**config.mk**
```make
export PLATFORM = sky130hd
export DESIGN_NAME = pipe_chain
export DESIGN_NICKNAME = d
export VERILOG_FILES = /design/src/rtl/pipe_chain_pkg.sv /design/src/rtl/pipe_chain_stage.sv /design/src/rtl/pipe_chain.sv
export SDC_FILE = /design/constraint.sdc
export NUM_CORES = 1
export LEC_CHECK = 0
export ABC_AREA = 1
export BUFFER_PORTS_ARGS = -buffer_cell sky130_fd_sc_hd__buf_4
export CORE_UTILIZATION = 39
export DETAILED_ROUTE_END_ITERATION = 10
export SLEW_MARGIN = 20
export SYNTH_ARGS = -nofsm -noshare
export SYNTH_HDL_FRONTEND = slang
export SYNTH_SLANG_ARGS = --single-unit
```
**constraint.sdc**
```tcl
create_clock -name CLK -period 1 [get_ports CLK]
set_input_delay 0.05 -clock CLK [delete_from_list [all_inputs] [get_ports CLK]]
set_output_delay 0.05 -clock CLK [all_outputs]
set_load 0.1 [all_outputs]
```
**src/rtl/pipe_chain_pkg.sv**
```systemverilog
// Shared limits and helpers for the pipe_chain register pipeline.
//   MAX_DEPTH / MAX_WIDTH : supported parameter ranges
//   occ_width()           : width of the optional occupancy count
package pipe_chain_pkg;

    localparam int unsigned MAX_DEPTH = 16;
    localparam int unsigned MAX_WIDTH = 64;

    // Bits needed to count 0..depth set valid bits; never narrower than 1.
    function automatic int unsigned occ_width(input int unsigned depth);
        return (depth == 0) ? 1 : $clog2(depth + 1);
    endfunction

endpackage

```
**src/rtl/pipe_chain_stage.sv**
```systemverilog
// One pipeline slot: valid bit plus data word.
// Ports:
//   CLK, reset  : clock, asynchronous active-high reset (clears v and d)
//   clr         : synchronous clear of the valid bit (flush)
//   en          : slot accepts a new value this cycle (empty or draining)
//   v_in, d_in  : incoming valid/data from the upstream slot
//   v_out, d_out: registered slot contents
module pipe_chain_stage
    import pipe_chain_pkg::*;
#(
    parameter int unsigned WIDTH = 8
) (
    input  logic             CLK,
    input  logic             reset,
    input  logic             clr,
    input  logic             en,
    input  logic             v_in,
    input  logic [WIDTH-1:0] d_in,
    output logic             v_out,
    output logic [WIDTH-1:0] d_out
);

    // Data only loads with a valid word so an emptied slot keeps its last value.
    always_ff @(posedge CLK or posedge reset) begin
        if (reset) begin
            v_out <= 1'b0;
            d_out <= '0;
        end else if (clr) begin
            v_out <= 1'b0;
        end else if (en) begin
            v_out <= v_in;
            if (v_in) begin
                d_out <= d_in;
            end
        end
    end

endmodule

```
**src/rtl/pipe_chain.sv**
```systemverilog
// Valid/ready register pipeline of DEPTH slots with bubble collapse.
// Ports:
//   CLK, reset          : clock, asynchronous active-high reset
//   flush               : synchronous clear of all in-flight words
//   in_valid, in_ready  : upstream handshake (in_ready combinational from out_ready)
//   DATA_IN             : upstream data
//   out_valid, out_ready: downstream handshake
//   DATA_OUT            : last-slot data
//   occupancy           : number of occupied slots (only with PIPE_CHAIN_OCCUPANCY_EN)
// DEPTH=0 degenerates to wires.
module pipe_chain
    import pipe_chain_pkg::*;
#(
    parameter int unsigned WIDTH = 8,
    parameter int unsigned DEPTH = 3
) (
    input  logic             CLK,
    input  logic             reset,
    input  logic             flush,
    input  logic             in_valid,
    output logic             in_ready,
    input  logic [WIDTH-1:0] DATA_IN,
    output logic             out_valid,
    input  logic             out_ready,
    output logic [WIDTH-1:0] DATA_OUT
`ifdef PIPE_CHAIN_OCCUPANCY_EN
    ,
    output logic [occ_width(DEPTH)-1:0] occupancy
`endif
);

    if (DEPTH == 0) begin : g_comb
        // Pass-through; no state, so clock and reset are intentionally unused.
        logic unused_clk_rst;
        assign unused_clk_rst = CLK ^ reset;

        assign DATA_OUT  = DATA_IN;
        assign out_valid = in_valid & ~flush;
        assign in_ready  = out_ready & ~flush;
`ifdef PIPE_CHAIN_OCCUPANCY_EN
        assign occupancy = '0;
`endif
    end else begin : g_pipe
        logic [DEPTH-1:0] v;
        logic [DEPTH-1:0] acc;
        logic [DEPTH-1:0] fwd;
        logic [WIDTH-1:0] d [DEPTH];
        logic             go;

        // Ready ripples from the output side: a slot accepts when it is empty
        // or everything downstream of it is moving. acc[i] = !v[i] || adv[i].
        always_comb begin
            acc = '0;
            fwd = '0;
            go  = out_ready & ~flush;
            for (int i = DEPTH - 1; i >= 0; i--) begin
                go     = ~v[i] | go;
                acc[i] = go;
            end
            in_ready = ~flush & go;
            // Word entering each slot: input handshake for slot 0, otherwise
            // the upstream slot advancing into it.
            fwd[0] = in_valid & in_ready;
            for (int i = 1; i < DEPTH; i++) begin
                fwd[i] = v[i-1] & acc[i];
            end
        end

        for (genvar i = 0; i < DEPTH; i++) begin : g_stage
            logic [WIDTH-1:0] din;
            if (i == 0) begin : g_first
                assign din = DATA_IN;
            end else begin : g_rest
                assign din = d[i-1];
            end

            pipe_chain_stage #(.WIDTH(WIDTH)) u_stage (
                .CLK   (CLK),
                .reset (reset),
                .clr   (flush),
                .en    (acc[i]),
                .v_in  (fwd[i]),
                .d_in  (din),
                .v_out (v[i]),
                .d_out (d[i])
            );
        end

        assign out_valid = v[DEPTH-1];
        assign DATA_OUT  = d[DEPTH-1];

`ifdef PIPE_CHAIN_OCCUPANCY_EN
        localparam int unsigned OCC_W = occ_width(DEPTH);

        // Population count of the registered valid bits.
        always_comb begin
            occupancy = '0;
            for (int i = 0; i < DEPTH; i++) begin
                occupancy = occupancy + OCC_W'(v[i]);
            end
        end
`endif
    end

endmodule

```
==> impl_results.md, run 1 <==
* Worst Max-Slew Pin Slew at 0.341 ns
* Drt pass-1 iters at 7
* Ant. Diodes at 0
* Post-DP HPWL at ~1400 µm
* Pleak at 0.883 nW
* DRT Wirelength at 2570 µm
* Die height at just under 60 µm
* Max IR drop VDD at about 0.00074 V
* Clock transition at path regs at 0.15 ns
* Critical Path RT at approximately 0.95 ns
* Core Area at approximately 2900 µm²
* Setup CP Type: reg2out
* Max-slew violations at 0
* Ys Warns at 0
* Period utilization at 1.29
* Total congestion overflow at 0
* First-pass GRT wire length at between 4000 and 5000 µm
* Syn Nets at 131
* Overall routing resource usage at 0.181
* Core Rows at 19
* Met1 Use GR at 0.213
* Failing checks: design-rule violations, negative setup slack
* Final nets at approximately 180
* Worst slack, placed at -0.138 ns
* Seq/Total Area, Yosys at 0.552
* Clock Tree Root: clkbuf_4
* Max cap viols at 0
* DR vias at 990
* CP arrival at 1.24 ns
* Clock Skew at 0.00202 ns
* Area delta synth->final at 58.2%
* Met2 Track Usage GR at 0.337
* Boundary pin count at 23
* Post-Layout Cell Count at 211
* Die Wd at 58.0 µm
* Sink Count at 27
* Syn Inst Count at around 120
* GRT busiest layer: met2
* Syn avg cell area at between 10 and 15 µm²
* Deepest clock path buffer count at 2
* RD Place Congestion at between 0.6 and 0.7
* Max-slew headroom at 0.773
* Fill cell count at ~230
* CP Max Fanout at 2
* Initial antenna violation count at 0
* Mapped Area at 1220 µm²
* GR Util met3 at 0.0201
* Max frequency at 0.775 GHz
* Final hold violations at 0
* Largest net degree at the start of global routing at 28
* Final hold slack at about 0.037 ns
* Final setup fails at 29
* CP Capture Type: output pin
* Yosys cell types at 16
* Iter 0 DRT Violations at 16
* Vias in the first global route at 1059
* Htree depth at 1
* Dpl cells at 183
* Via density at 4.69
* Min Tclk post-route at 1.29 ns
* CP Launch Type: register
* Drt drc at 3
* Class of the tightest hold or removal check: in2reg
* Initial core utilization at 0.426
* Share of layout cells above drive strength 1 at 0.497
* RSZ-0062 raised after global routing: yes
* Post-DR wirelength/cell at 12.2 µm
* ANT nets after route at 0
* Power per standard cell area at 1800 nW/µm²
* Final worst slack at -0.290 ns
* PortBufs at 22
* CTS tree: yes
* Clk Latency, worst-skew pair at 0.32 ns
* Outcome: finished with violations
* Synth Register Bits at 27
* Num CTS Buffers at 3
* Die area at 3370 µm²
## cell families after synthesis
kind of cell / synth area share
AO/OA/AOI/OAI: 0.127
AND/OR/NAND/NOR: 0.222
buffers and inverters: 0.100
flip-flops: 0.552
## path summary, 6_finish.rpt
kind	to	from	slack, ns	depth (start not counted)
worst min-delay path	g_pipe.g_stage[0].u_stage.d_out[5]	in_valid	0.04	3
max in group asynchronous	g_pipe.g_stage[2].u_stage.v_out	reset	0.40	4
worst min register to register	g_pipe.g_stage[0].u_stage.d_out[7]	g_pipe.g_stage[0].u_stage.d_out[7]	0.50	2
min in group asynchronous	g_pipe.g_stage[2].u_stage.d_out[1]	reset	0.32	4
worst max-delay path	in_ready	g_pipe.g_stage[2].u_stage.v_out	-0.29	4
worst max register to register	g_pipe.g_stage[1].u_stage.v_out	g_pipe.g_stage[1].u_stage.v_out	-0.26	5
## metrics by stage
step | setup TNS, ns | util | power (mW) | area (µm²)
after floorplan | -5.32 | - | 2.36 | 1250
after global placement | -2.89 | 0.513 | 2.60 | 1480
after detailed placement | -3.21 | 0.513 | 2.62 | 1480
after CTS | -5.79 | 0.666 | 3.45 | 1920
after global routing | -6.50 | 0.674 | 3.65 | 1940
final | -4.68 | 0.674 | 3.49 | 1940
## critical path: stages, from the launching register on
cell and delay [ns]:
dfrtp_4 0.52, nand4_4 0.09, nand2_4 0.06, clkinvlp_4 0.08
buf_12 0.17
## placed cells by master (no fill, tap or decap), drive strengths merged
cell type    Yosys  routed
buf              4      37
clkbuf           1       3
clkinvlp         0       2
dfrtp           27      27
dlygate4sd3      0      10
inv             19      18
nand2           35      35
nand3            4       9
nand4            9       9
o21ai           19      19
## cell usage after synthesis
cell type	count	share of area
nand2_1	31	0.095
dfrtp_1	27	0.55
inv_1	18	0.055
o21ai_2	16	0.11
nand4_1	8	0.041
nand2_2	3	0.015
nand3_4	3	0.043
o21ai_1	3	0.012
buf_2	2	0.0082
buf_12	1	0.016
buf_8	1	0.012
clkbuf_1	1	0.0031
inv_4	1	0.0051
nand2_4	1	0.0092
nand3_2	1	0.0082
nand4_2	1	0.010
## timing repair
action	4_1_cts	5_1_grt
endpoints found under the setup margin	37	37
hold buffers	10	0
buffers inserted	10	1
gates resized for setup	41	10
endpoints found under the hold margin	38	0
cloned	5	0
pin swaps	6	3
## state kept, by name, summed over array words and instances (netlist names)
name,cells
g_pipe.g_stage.u_stage.d_out,24
g_pipe.g_stage.u_stage.v_out,3
## power breakdown
part           switching, mW  internal, mW
logic                  0.964         0.601
clock network          0.337         0.153
registers              0.153          1.28
total                   1.45          2.03
## layout make-up
class / count / area [µm²] / share of cell area
Clock buffer: 3 / 22.5 / 0.0116
Clock inverter: 1 / 7.51 / 0.00387
Inverter: 19 / 77.6 / 0.0400
Multi-Input combinational cell: 72 / 574 / 0.296
Sequential cell: 27 / 681 / 0.351
Tap cell: 42 / 52.6 / 0.0271
Timing Repair Buffer: 47 / 523 / 0.270
## layer usage
metal / up-vias / part of all wire
met5: - / 0
met3: 2 / 0.026
met2: 20 / 0.54
met4: 0 / 0.0051
met1: 480 / 0.43
li1: 488 / -
No activity file was read; power rests on OpenSTA's default activity.
==> run 2, diff against run 1 <==
--- a/config.mk
+++ b/config.mk
@@ -9,6 +9,7 @@
 export BUFFER_PORTS_ARGS = -buffer_cell sky130_fd_sc_hd__buf_4
 export CORE_UTILIZATION = 39
 export DETAILED_ROUTE_END_ITERATION = 10
+export SKIP_CTS_REPAIR_TIMING = 1
 export SLEW_MARGIN = 20
 export SYNTH_ARGS = -nofsm -noshare
 export SYNTH_HDL_FRONTEND = slang
==> run 2 against run 1 <==
Compared with the run above: the run still ends with design-rule violations, negative setup slack left; first-iteration DRC count rose by 130%; sequential share of layout area fell by 0.16 points; sequential power barely moved; hold slack got worse by 0.0043 ns; clock power barely moved; cell area rose by 0.45%; total power rose by 0.63%; largest cell class unchanged; highest routed layer unchanged.
==> impl_results.md, run 2 (synthesized netlist as in run 1, its figures left out) <==
* Drt drc at 3 (unchanged)
* Boundary pin count at 23 (unchanged)
* Worst R2R End: g_pipe.g_stage[0].u_stage.d_out[6]
* Htree depth at 1 (unchanged)
* Leading cell type in the layout, fill and taps excluded: buf_4
* Failing checks: design-rule violations, negative setup slack
* Largest registers: g_pipe.g_stage.u_stage.d_out (24), g_pipe.g_stage.u_stage.v_out (3)
* Post-DP HPWL at 1390 µm (unchanged)
* Final worst slack at -0.313 ns (-0.0231 ns)
* Hold path start: in_valid
* DR vias at 989 (-0.10%)
* PortBufs at 22 (unchanged)
* Iter 0 DRT Violations at 36 (+20)
* Outcome: finished with violations
* Post-Layout Cell Count at 213 (+0.95%)
* Seq pwr share at 0.409 (-0.002)
* Most flops, register: g_pipe.g_stage.u_stage.d_out
* Total congestion overflow at 0 (unchanged)
* Worst r2r src: g_pipe.g_stage[2].u_stage.v_out
* Most frequent cells in the layout: 27 x buf_4, 25 x dfrtp_1, 23 x nand2_1
* Max-slew headroom at 0.769 (-0.00318)
* Ant. Diodes at 0 (unchanged)
* Max IR drop VDD at 0.000745 V (+0.78%)
* Dpl cells at 183 (unchanged)
* Overall routing resource usage at 0.136 (-0.0457)
* Setup CP Type: reg2out
* Clock Tree Root: clkbuf_4
* Core Area at 2880 µm² (unchanged)
* Via density at 4.64 (-1.0%)
* CP Launch Type: register
* Tot Pwr at 3.51 mW (+0.63%)
* Largest net degree at the start of global routing at 28 (unchanged)
* Max reg flops at 24 (unchanged)
* Final design utilization at 0.677 (+0.00304)
* NetSw at 1.46 mW (+0.57%)
* ANT nets after route at 0 (unchanged)
* Max frequency at 0.762 GHz (-1.8%)
* Initial antenna violation count at 0 (unchanged)
* Worst hold endpoint: g_pipe.g_stage[0].u_stage.d_out[0]
* Max-slew violations at 0 (unchanged)
* CP arrival at 1.26 ns (+0.02 ns)
* Clk Latency, worst-skew pair at 0.33 ns (about the same)
* Min Tclk post-route at 1.31 ns (+0.0231 ns)
* Worst Max-Slew Pin Slew at 0.346 ns (+0.00477 ns)
* Post-DR wirelength/cell at 12.2 µm (+0.18%)
* CP Capture Type: output pin
* Period utilization at 1.31 (+0.0231)
* Vias in the first global route at 839 (-21%)
* Pleak at 0.891 nW (+0.92%)
* Final hold violations at 0 (unchanged)
* Max cap viols at 0 (unchanged)
* Die height at 58.0 µm (unchanged)
* R2r setup slk at -0.22 ns (+0.04 ns)
* Clock transition at path regs at 0.16 ns (about the same)
* Power per standard cell area at 1800 nW/µm² (+0.18%)
* Initial core utilization at 0.426 (unchanged)
* Clock Skew at 0.0149 ns (+0.0129 ns)
* Num CTS Buffers at 3 (unchanged)
* Sink Count at 27 (unchanged)
* Share of layout cells above drive strength 1 at 0.509 (+0.0117)
* Core Rows at 19 (unchanged)
* CP Max Fanout at 3 (+1)
* Die area at 3370 µm² (unchanged)
* Worst R2R Path Depth at 6 (+1)
* Die Wd at 58.0 µm (unchanged)
* Comb pwr share at 0.451 (+0.002)
* RSZ-0062 raised after global routing: yes
* Critical Path RT at 0.95 ns (about the same)
* Final setup fails at 32 (+10%)
* Area delta synth->final at 58.9%
* RD Place Congestion at 0.670 (unchanged)
* First-pass GRT wire length at 3550 µm (-24%)
* Hold Crit Depth at 3 (unchanged)
* DRT Wirelength at 2600 µm (+1.1%)
* Final nets at 185 (+1.1%)
* CTS tree: yes
* Class of the tightest hold or removal check: in2reg
* Drt pass-1 iters at 7 (unchanged)
* Final hold slack at 0.0324 ns (-0.00428 ns)
* Worst slack, placed at -0.138 ns (unchanged)
* Deepest clock path buffer count at 2 (unchanged)
* Sw frac at 0.417 (about the same)
* Clock Power Share at 0.140 (about the same)
* P_int at 2.05 mW (+0.67%)
==> run 2: layout make-up <==
class                           instances  area (µm²)
Clock buffer                            3        22.5
Clock inverter                          1        7.51
Fill cell                             217         930
Inverter                               19        77.6
Multi-Input combinational cell         72         577
Sequential cell                        27         681
Tap cell                               42        52.6
Timing Repair Buffer                   49         529
==> run 2: critical path: stages, from the launching register on <==
cell	delay, ns
dfrtp_4	0.52
nand4_4	0.12
nand2_4	0.06
clkinvlp_4	0.07
buf_12	0.16
==> run 2: stage by stage <==
| step | TNS, ns | area [µm²] |
|---|---|---|
| after floorplan | -5.32 | 1250 |
| final | -5.06 | 1950 |
| after global placement | -2.89 | 1480 |
| after global routing | -6.76 | 1950 |
| after CTS | -5.13 | 1510 |
| after detailed placement | -3.21 | 1480 |
==> run 2: power groups by stage <==
stage | Combinational (mW) | Clock (mW) | Sequential [mW]
final | 1.58 | 0.491 | 1.43
after global routing | 1.66 | 0.551 | 1.46
after CTS | 1.21 | 0.495 | 1.39
after detailed placement | 1.21 | 0 | 1.41
after global placement | 1.19 | 0 | 1.41
after floorplan | 0.356 | 0 | 2.00
==> run 2: metal layers <==
| layer | vias to the layer above | track usage | share of wire |
|---|---|---|---|
| met5 | - | 0 | 0 |
| met4 | 0 | 0.0510 | 0.0062 |
| met3 | 2 | 0.0201 | 0.027 |
| li1 | 493 | - | - |
| met2 | 22 | 0.227 | 0.52 |
| met1 | 472 | 0.178 | 0.44 |
==> run 2: worst max-delay path by stage <==
stage                                          startpoint                                 end
after global routing      g_pipe.g_stage[2].u_stage.v_out                            in_ready
after detailed placement  g_pipe.g_stage[2].u_stage.v_out  g_pipe.g_stage[2].u_stage.d_out[0]
after global placement    g_pipe.g_stage[1].u_stage.v_out  g_pipe.g_stage[1].u_stage.d_out[1]
final                     g_pipe.g_stage[2].u_stage.v_out                            in_ready
after CTS                 g_pipe.g_stage[1].u_stage.v_out                            in_ready
after floorplan           g_pipe.g_stage[2].u_stage.v_out                            in_ready
